===== config.mk =====
export PLATFORM = sky130hd
export DESIGN_NAME = sr_serial
export DESIGN_NICKNAME = d
export VERILOG_FILES = /design/src/rtl/sr_serial_pkg.sv /design/src/rtl/sr_serial_srx_1.sv /design/src/rtl/sr_serial.sv
export SDC_FILE = /design/constraint.sdc
export NUM_CORES = 1
export LEC_CHECK = 0
export ABC_AREA = 1
export CAP_MARGIN = 20
export CORE_AREA = 5 5 77 79
export CTS_BUF_LIST = sky130_fd_sc_hd__clkbuf_16
export CTS_CLUSTER_SIZE = 25
export DETAILED_ROUTE_END_ITERATION = 10
export DIE_AREA = 0 0 82 84
export GPL_ROUTABILITY_DRIVEN = 0
export PLACE_DENSITY = 0.86
export REMOVE_ABC_BUFFERS = 1
export SYNTH_ARGS = -nofsm -noshare
export SYNTH_HDL_FRONTEND = slang
export SYNTH_SLANG_ARGS = --single-unit

===== constraint.sdc =====
create_clock -name clock -period 1.5 [get_ports clock]
set_input_delay 0.3 -clock clock [delete_from_list [all_inputs] [get_ports clock]]
set_output_delay 0.3 -clock clock [all_outputs]
set_load 0.03 [all_outputs]

===== src/rtl/sr_serial_pkg.sv =====
// sr_serial_pkg: state encoding and ALU shift opcodes shared by the serial shifter
package sr_serial_pkg;
  typedef enum logic [1:0] {IDLE = 2'd0, SHIFT = 2'd1, DONE = 2'd2} state_t;
  localparam logic [4:0] OP_SLL = 5'b00100;
  localparam logic [4:0] OP_SRA = 5'b00101;
endpackage


===== src/rtl/sr_serial_srx_1.sv =====
// srx_1: single-position right shift with caller-supplied fill bit
module srx_1 #(
  parameter int WIDTH = 32
) (
  input  logic [WIDTH-1:0] a,
  input  logic             fill,
  output logic [WIDTH-1:0] y
);
  assign y = {fill, a[WIDTH-1:1]};
endmodule


===== src/rtl/sr_serial.sv =====
// sr_serial: multicycle logical/arithmetic right shifter, one bit per cycle
module sr_serial
  import sr_serial_pkg::*;
#(
  parameter int WIDTH = 32,
  parameter int SHW   = 5
) (
  input  logic             clock,
  input  logic             reset,
  input  logic             ctrl_start,
  input  logic             ctrl_arith,
  input  logic [WIDTH-1:0] data_operandA,
  input  logic [SHW-1:0]   ctrl_shamt,
  output logic [WIDTH-1:0] data_result,
  output logic             data_resultRDY,
  output logic             busy
);
  state_t           state;
  logic [WIDTH-1:0] sreg, shifted;
  logic [SHW-1:0]   count;
  logic             fill;
  srx_1 #(.WIDTH(WIDTH)) u_srx (.a(sreg), .fill(fill), .y(shifted));
  assign data_result = sreg;
  // DONE accepts a new start just like IDLE, giving back-to-back operation
  always_ff @(posedge clock or posedge reset)
    if (reset) begin
      state          <= IDLE;
      sreg           <= '0;
      count          <= '0;
      fill           <= 1'b0;
      busy           <= 1'b0;
      data_resultRDY <= 1'b0;
    end else begin
      case (state)
        IDLE, DONE: begin
          data_resultRDY <= 1'b0;
          if (ctrl_start) begin
            sreg  <= data_operandA;
            count <= ctrl_shamt;
            fill  <= ctrl_arith & data_operandA[WIDTH-1];
            busy  <= 1'b1;
            state <= SHIFT;
          end else state <= IDLE;
        end
        SHIFT:
          if (count != '0) begin
            sreg  <= shifted;
            count <= count - SHW'(1);
          end else begin
            busy           <= 1'b0;
            data_resultRDY <= 1'b1;
            state          <= DONE;
          end
        default: begin
          busy           <= 1'b0;
          data_resultRDY <= 1'b0;
          state          <= IDLE;
        end
      endcase
    end
endmodule


==> flow_summary.json, run 1 <==
{
  "register_area_share_after_synthesis": 0.449,
  "slowest_stage": "sky130_fd_sc_hd__dfrtp_1",
  "wl_per_cell_um": 12.1,
  "place.detailed.hpwl_mm": 3.69,
  "grt_pass1_wl_mm": 8.85,
  "rows": 27,
  "max_fo_critical_path": 24,
  "drive_gt1_frac": 0.184,
  "layout.nets": 389,
  "timing.final.hold_violations": 0,
  "timing.critical_path.depth": 8,
  "synth-edff-count": 0,
  "cts_htree_levels": 2,
  "post_synth_num_cell_types": 23,
  "initialDrtViolationCount": 35,
  "tritoncts_num_sinks": 41,
  "final-setup-viol-count": 0,
  "post-route-min-period_ns": 1.41,
  "clk_path_buf_depth": 2,
  "critPathCapture": "data_result[16]$_DFFE_PP0P_",
  "tightestPinTransition_ns": 0.479,
  "first_global_vias": 2015,
  "clock_skew_ns": 0.00428,
  "critical-path-max-stage-delay_ns": 0.38,
  "via_count": 1939,
  "antenna_found_initial": 0,
  "path_cells": "inv_1, ha_2, nand3_4, nand2_4, nand2_8, buf_12, nand2_1, o21ai_2",
  "cts.hold.buffers_added": 0,
  "yosys-top-cells-area": "sky130_fd_sc_hd__dfrtp_1, sky130_fd_sc_hd__nand2_1, sky130_fd_sc_hd__o21ai_2, sky130_fd_sc_hd__o21ai_1, sky130_fd_sc_hd__inv_1",
  "global_route.usage.total": 0.162,
  "synth_commonest_cells": "sky130_fd_sc_hd__nand2_1, sky130_fd_sc_hd__dfrtp_1, sky130_fd_sc_hd__inv_1, sky130_fd_sc_hd__o21ai_1, sky130_fd_sc_hd__o21ai_2",
  "layout.area.seq_um2": 1030,
  "postSynth.topFlopCell": "sky130_fd_sc_hd__dfrtp_1",
  "clock_pin_slew_on_the_worst_setup_and_hold_paths_ns": 0.06,
  "antenna_violating_nets_post_route": 0,
  "fin_crit_sh": 0.942,
  "routed_wl_mm": 5.09,
  "antennaDiodeCount": 0,
  "vias_per_cell": 4.62,
  "initial_core_util": 0.434,
  "critical_path_class": "reg2reg",
  "gate_count_of_the_mapped_netlist": 269,
  "maxSlewViolCount": 0,
  "worstSetupEndpointType": "flip-flop",
  "grt_start_max_net_pins": 71,
  "drc_errors": 0,
  "chipHeight_um": 84,
  "grt_overflow": 0,
  "worstRegToRegCells": 8,
  "yosys_warnings": 0,
  "dieArea_um2": 6890,
  "run_status": "finished clean",
  "critical_path_rt_ns": 1.67,
  "power_leakage_nw": 1.56,
  "r2r-start": "count[0]$_DFFE_PP0P_",
  "syn-mean-instance-area_um2": 8.49,
  "pin_count": 75,
  "die_w_um": 82,
  "worstSetupStartpointType": "flip-flop",
  "synth_top_area_frac": 0.449,
  "cell_area_after_technology_mapping_um2": 2280,
  "path_delay_family": "simple AND/OR/NAND/NOR gates",
  "power_density_nw_per_um2": 2480,
  "cts.root.buffer_cell": "sky130_fd_sc_hd__clkbuf_16",
  "multiInputGateArea_um2": 938,
  "max_freq_ghz": 0.708,
  "async_reset_ff_frac": 1.00,
  "firstDrtPassIters": 4,
  "timing.critical_path.arrival_ns": 1.58,
  "critPathLaunch": "count[0]$_DFFE_PP0P_",
  "most_instantiated_library_cell_after_synthesis": "sky130_fd_sc_hd__nand2_1",
  "min-delay-path-class": "in2async",
  "clock_tree_from_tritoncts": "yes",
  "finalSetupTns_ns": 0,
  "flow.area_growth_from_synthesis_pct": 38.9,
  "slew_headroom": 0.681,
  "yosys_register_bits": 41,
  "timing.reg2reg.setup_slack_ns": 0.09,
  "cp.buffers_inverters": 2,
  "count_of_port_buffers_added_during_placement": 74,
  "numCtsBuffers": 5,
  "worst_ir_drop_vdd_uv": 1350,
  "worst_r2r_endpoint": "data_result[16]$_DFFE_PP0P_",
  "cap_viol_max_count": 0,
  "worst_skew_pair.late_latency_ns": 0.28,
  "final_core_utilization": 0.602,
  "filler_cell_count": 500,
  "synth_area_leader_cell": "sky130_fd_sc_hd__dfrtp_1",
  "core_area_um2": 5270
}
[cell type report]
class	instances	share of cell area
timing repair buffer	85	0.258
clock buffer	5	0.0394
inverter	42	0.0512
sequential	41	0.323
multi-input combinational	172	0.296
tap	72	0.0284
clock inverter	3	0.00434
[power by group]
group | switching (mW) | internal, mW | total [mW] | leakage, nW
clock | 0.406 | 0.604 | 1.01 | 0.0748
combinational | 3.13 | 1.78 | 4.91 | 0.975
sequential | 0.291 | 1.65 | 1.94 | 0.513
[routing by layer]
layer / vias to the layer above / track usage / wire, um
li1: 1006 / - / -
met1: 889 / 0.194 / 2090
met2: 39 / 0.289 / 2780
met3: 5 / 0.0292 / 162
met4: 0 / 0.0438 / 52
met5: - / 0 / 0
[registers in the layout (all words and copies together), names as in the netlist]
register / count
count: 5
fill: 1
state: 1
busy: 1
data_resultRDY: 1
data_result: 32
[worst min-delay path, cell delays in order]
cell and delay [ns]:
sky130_fd_sc_hd__clkdlybuf4s50_1 0.41, sky130_fd_sc_hd__clkinv_1 0.08, sky130_fd_sc_hd__buf_12 0.23
[stage by stage]
step | worst slack, ns | hold WS [ns] | cell area (um^2) | cells | total power, mW
6_report | 0.0876 | 0.377 | 3170 | 420 | 7.87
5_1_grt | -0.00937 | 0.426 | 3170 | 420 | 8.54
4_1_cts | 0.0356 | 0.393 | 3150 | 418 | 7.87
3_5_place_dp | 0.0429 | 0.489 | 3050 | 410 | 7.11
3_3_place_gp | 0.0506 | 0.454 | 3050 | 410 | 6.96
2_1_floorplan | 0.00854 | 0.447 | 2110 | 255 | 5.30
[worst min-delay path by stage]
stage	slack, ns	from	cells past startpoint	endpoint
2_1_floorplan	0.45	data_operandA[31]	2	fill$_DFFE_PP0P_
3_3_place_gp	0.45	busy$_DFFE_PP0P_	2	busy$_DFFE_PP0P_
3_5_place_dp	0.49	busy$_DFFE_PP0P_	2	busy$_DFFE_PP0P_
4_1_cts	0.39	reset	3	data_result[27]$_DFFE_PP0P_
5_1_grt	0.43	reset	3	data_result[29]$_DFFE_PP0P_
6_report	0.38	reset	3	data_result[18]$_DFFE_PP0P_
[cells in the final DEF (no fill, tap or decap), types with 2 or more instances in the layout]
cell type / n
sky130_fd_sc_hd__buf_12: 3
sky130_fd_sc_hd__buf_4: 8
sky130_fd_sc_hd__clkbuf_16: 5
sky130_fd_sc_hd__clkdlybuf4s50_1: 40
sky130_fd_sc_hd__clkinv_2: 2
sky130_fd_sc_hd__dfrtp_1: 41
sky130_fd_sc_hd__dlygate4sd2_1: 34
sky130_fd_sc_hd__inv_1: 39
sky130_fd_sc_hd__inv_2: 2
sky130_fd_sc_hd__nand2_1: 80
sky130_fd_sc_hd__nand3_1: 7
sky130_fd_sc_hd__nor2_1: 5
sky130_fd_sc_hd__o21ai_0: 2
sky130_fd_sc_hd__o21ai_1: 34
sky130_fd_sc_hd__o21ai_2: 33
sky130_fd_sc_hd__or2_2: 2
[cells by family (layout without fill, tap and decap cells)]
kind of cell / Yosys count / count (layout) / share of synthesized area
compound gates: 70 / 70 / 0.209
fa+ha+maj: 1 / 1 / 0.00548
buf+inv: 56 / 135 / 0.145
flops: 41 / 41 / 0.449
simple gates: 101 / 101 / 0.192
[repair_timing]
action,CTS,global route
pin swaps,0,0
setup endpoints to repair,34,36
gates resized for setup,34,4
buffers inserted,0,2
Note: power is estimated with default switching activity, not from simulation.
==> run 2: changes to the inputs <==
Settings changed: CORE_AREA 5 5 77 79 to 4 4 76 78, DIE_AREA 0 0 82 84 to 0 0 80 82.
==> flow_summary.json, run 2 (synthesis gave the netlist of run 1 again) <==
{
  "worst_ir_drop_vdd_uv": 1380,
  "cts_htree_levels": 2,
  "timing.critical_path.mode_cell": "sky130_fd_sc_hd__nand2_1",
  "antenna_found_initial": 0,
  "grt_setup_unrepaired": "false",
  "grt_overflow": 0,
  "min-delay-path-class": "in2async",
  "clock_pin_slew_on_the_worst_setup_and_hold_paths_ns": 0.06,
  "path_cells": "inv_1, ha_2, buf_4, inv_1, nor2_1, o21ai_0, nand2_1, nand2_1, nand2_1",
  "wl_per_cell_um": 12.6,
  "worstSetupEndpointType": "flip-flop",
  "cap_viol_max_count": 0,
  "power_leakage_nw": 1.56,
  "flow.area_growth_from_synthesis_pct": 38.9,
  "vias_per_cell": 4.71,
  "clock_tree_from_tritoncts": "yes",
  "count_of_port_buffers_added_during_placement": 74,
  "numCtsBuffers": 5,
  "cts.root.buffer_cell": "sky130_fd_sc_hd__clkbuf_16",
  "layout.nets": 387,
  "highest_layer": "met4",
  "global_route.usage.total": 0.168,
  "drive_gt1_frac": 0.176,
  "worstRegToRegCells": 9,
  "die_w_um": 80,
  "grt_pass1_wl_mm": 8.61,
  "clk_path_buf_depth": 2,
  "pin_count": 75,
  "power_density_nw_per_um2": 2520,
  "rows": 26,
  "tightestPinTransition_ns": 0.481,
  "filler_cell_count": 492,
  "timing.final.hold_violations": 0,
  "multiInputGateArea_um2": 931,
  "worstSetupStartpointType": "flip-flop",
  "largest_reg_flops": 32,
  "first_global_vias": 1897,
  "slowest_stage": "sky130_fd_sc_hd__dfrtp_1",
  "timing.critical_path.arrival_ns": 1.58,
  "layout.area.seq_um2": 1030,
  "core_area_um2": 5070,
  "maxSlewViolCount": 0,
  "tritoncts_num_sinks": 41,
  "placed_cells": 407,
  "wl_met1_mm": 2.21,
  "initialDrtViolationCount": 110,
  "post-route-min-period_ns": 1.41,
  "slew_headroom": 0.679,
  "mostFrequentLayoutCell": "sky130_fd_sc_hd__nand2_1",
  "dieArea_um2": 6560,
  "met3_wirelength_um": 226,
  "timing.reg2reg.setup_slack_ns": 0.09,
  "fin_crit_sh": 0.943,
  "max_fo_critical_path": 3,
  "critical_path_rt_ns": 1.67,
  "finalSetupTns_ns": 0,
  "via_count": 1959,
  "layout_common_cells": "sky130_fd_sc_hd__nand2_1, sky130_fd_sc_hd__dfrtp_1, sky130_fd_sc_hd__clkdlybuf4s50_1, sky130_fd_sc_hd__inv_1",
  "max_freq_ghz": 0.707,
  "drc_errors": 0,
  "firstDrtPassIters": 4,
  "initial_core_util": 0.450,
  "fin_hold_ws_ns": 0.344,
  "antenna_violating_nets_post_route": 0,
  "routed_wl_mm": 5.25,
  "chipHeight_um": 82,
  "stdcell_count": 416,
  "antennaDiodeCount": 0,
  "final-setup-viol-count": 0,
  "critical-path-max-stage-delay_ns": 0.34,
  "r2r-start": "count[0]$_DFFE_PP0P_",
  "worst_r2r_endpoint": "count[2]$_DFFE_PP0P_",
  "wire_length_on_met2_mm": 2.75,
  "worst_skew_pair.late_latency_ns": 0.28,
  "clock_skew_ns": 0.00573,
  "critical_path_class": "reg2reg",
  "grt_start_max_net_pins": 71,
  "run_status": "finished clean",
  "place.detailed.hpwl_mm": 3.66
}
run 2: repair_timing:
action | CTS | global route
gates resized for setup | 34 | 3
endpoints found under the setup margin | 34 | 36
buffers inserted | 0 | 1
hold buffers | 0 | 0
run 2: how the worst max path moves through the flow:
stage                          from                     endpoint  slack, ns
2_1_floorplan  count[0]$_DFFE_PP0P_         count[0]$_DFFE_PP0P_      0.009
3_3_place_gp             ctrl_start  data_result[14]$_DFFE_PP0P_       0.07
3_5_place_dp   state[0]$_DFFE_PP0P_  data_result[18]$_DFFE_PP0P_       0.02
4_1_cts        state[0]$_DFFE_PP0P_         count[2]$_DFFE_PP0P_      0.001
5_1_grt        count[1]$_DFFE_PP0P_  data_result[14]$_DFFE_PP0P_      0.008
6_report       count[0]$_DFFE_PP0P_         count[2]$_DFFE_PP0P_       0.09
run 2: cell type report:
cell class | instances | area share
timing repair buffer | 83 | 0.253
multi-input combinational | 172 | 0.293
clock inverter | 3 | 0.0118
tap | 70 | 0.0276
inverter | 42 | 0.0513
clock buffer | 5 | 0.0394
sequential | 41 | 0.323
run 2: routing by layer:
layer,vias to the layer above,track usage
met1,906,0.205
met5,-,0
met3,8,0.0504
li1,1000,-
met4,0,0.0439
met2,45,0.291
run 2: power by group:
part / leakage [nW] / internal [mW] / switching, mW
registers: 0.513 / 1.65 / 0.302
clock network: 0.0826 / 0.773 / 0.411
logic: 0.965 / 1.73 / 3.13
total: 1.56 / 4.16 / 3.84
run 2: metrics by stage:
step | instance area (um^2) | worst slack [ns] | util | power (mW)
finish | 3170 | 0.0861 | 0.625 | 8.00
global route | 3170 | 0.00813 | 0.625 | 8.65
CTS | 3160 | 0.00128 | 0.623 | 8.03
detailed placement | 3040 | 0.0202 | 0.599 | 7.08
global placement | 3040 | 0.0706 | 0.599 | 6.93
floorplan | 2110 | 0.00854 | - | 5.30
run 2: worst max-delay path: cells and delay by family, from the launching register on:
kind | cells | cell delay (ns)
flops | 1 | 0.34
simple gates | 4 | 0.28
buf+inv | 3 | 0.26
compound gates | 1 | 0.23
fa+ha+maj | 1 | 0.19
==> run 3: changes to the inputs <==
Settings changed: SKIP_LAST_GASP set to 1.
==> results of run 3 <==
Final layout, timing and power as in run 2 (identical DEF).
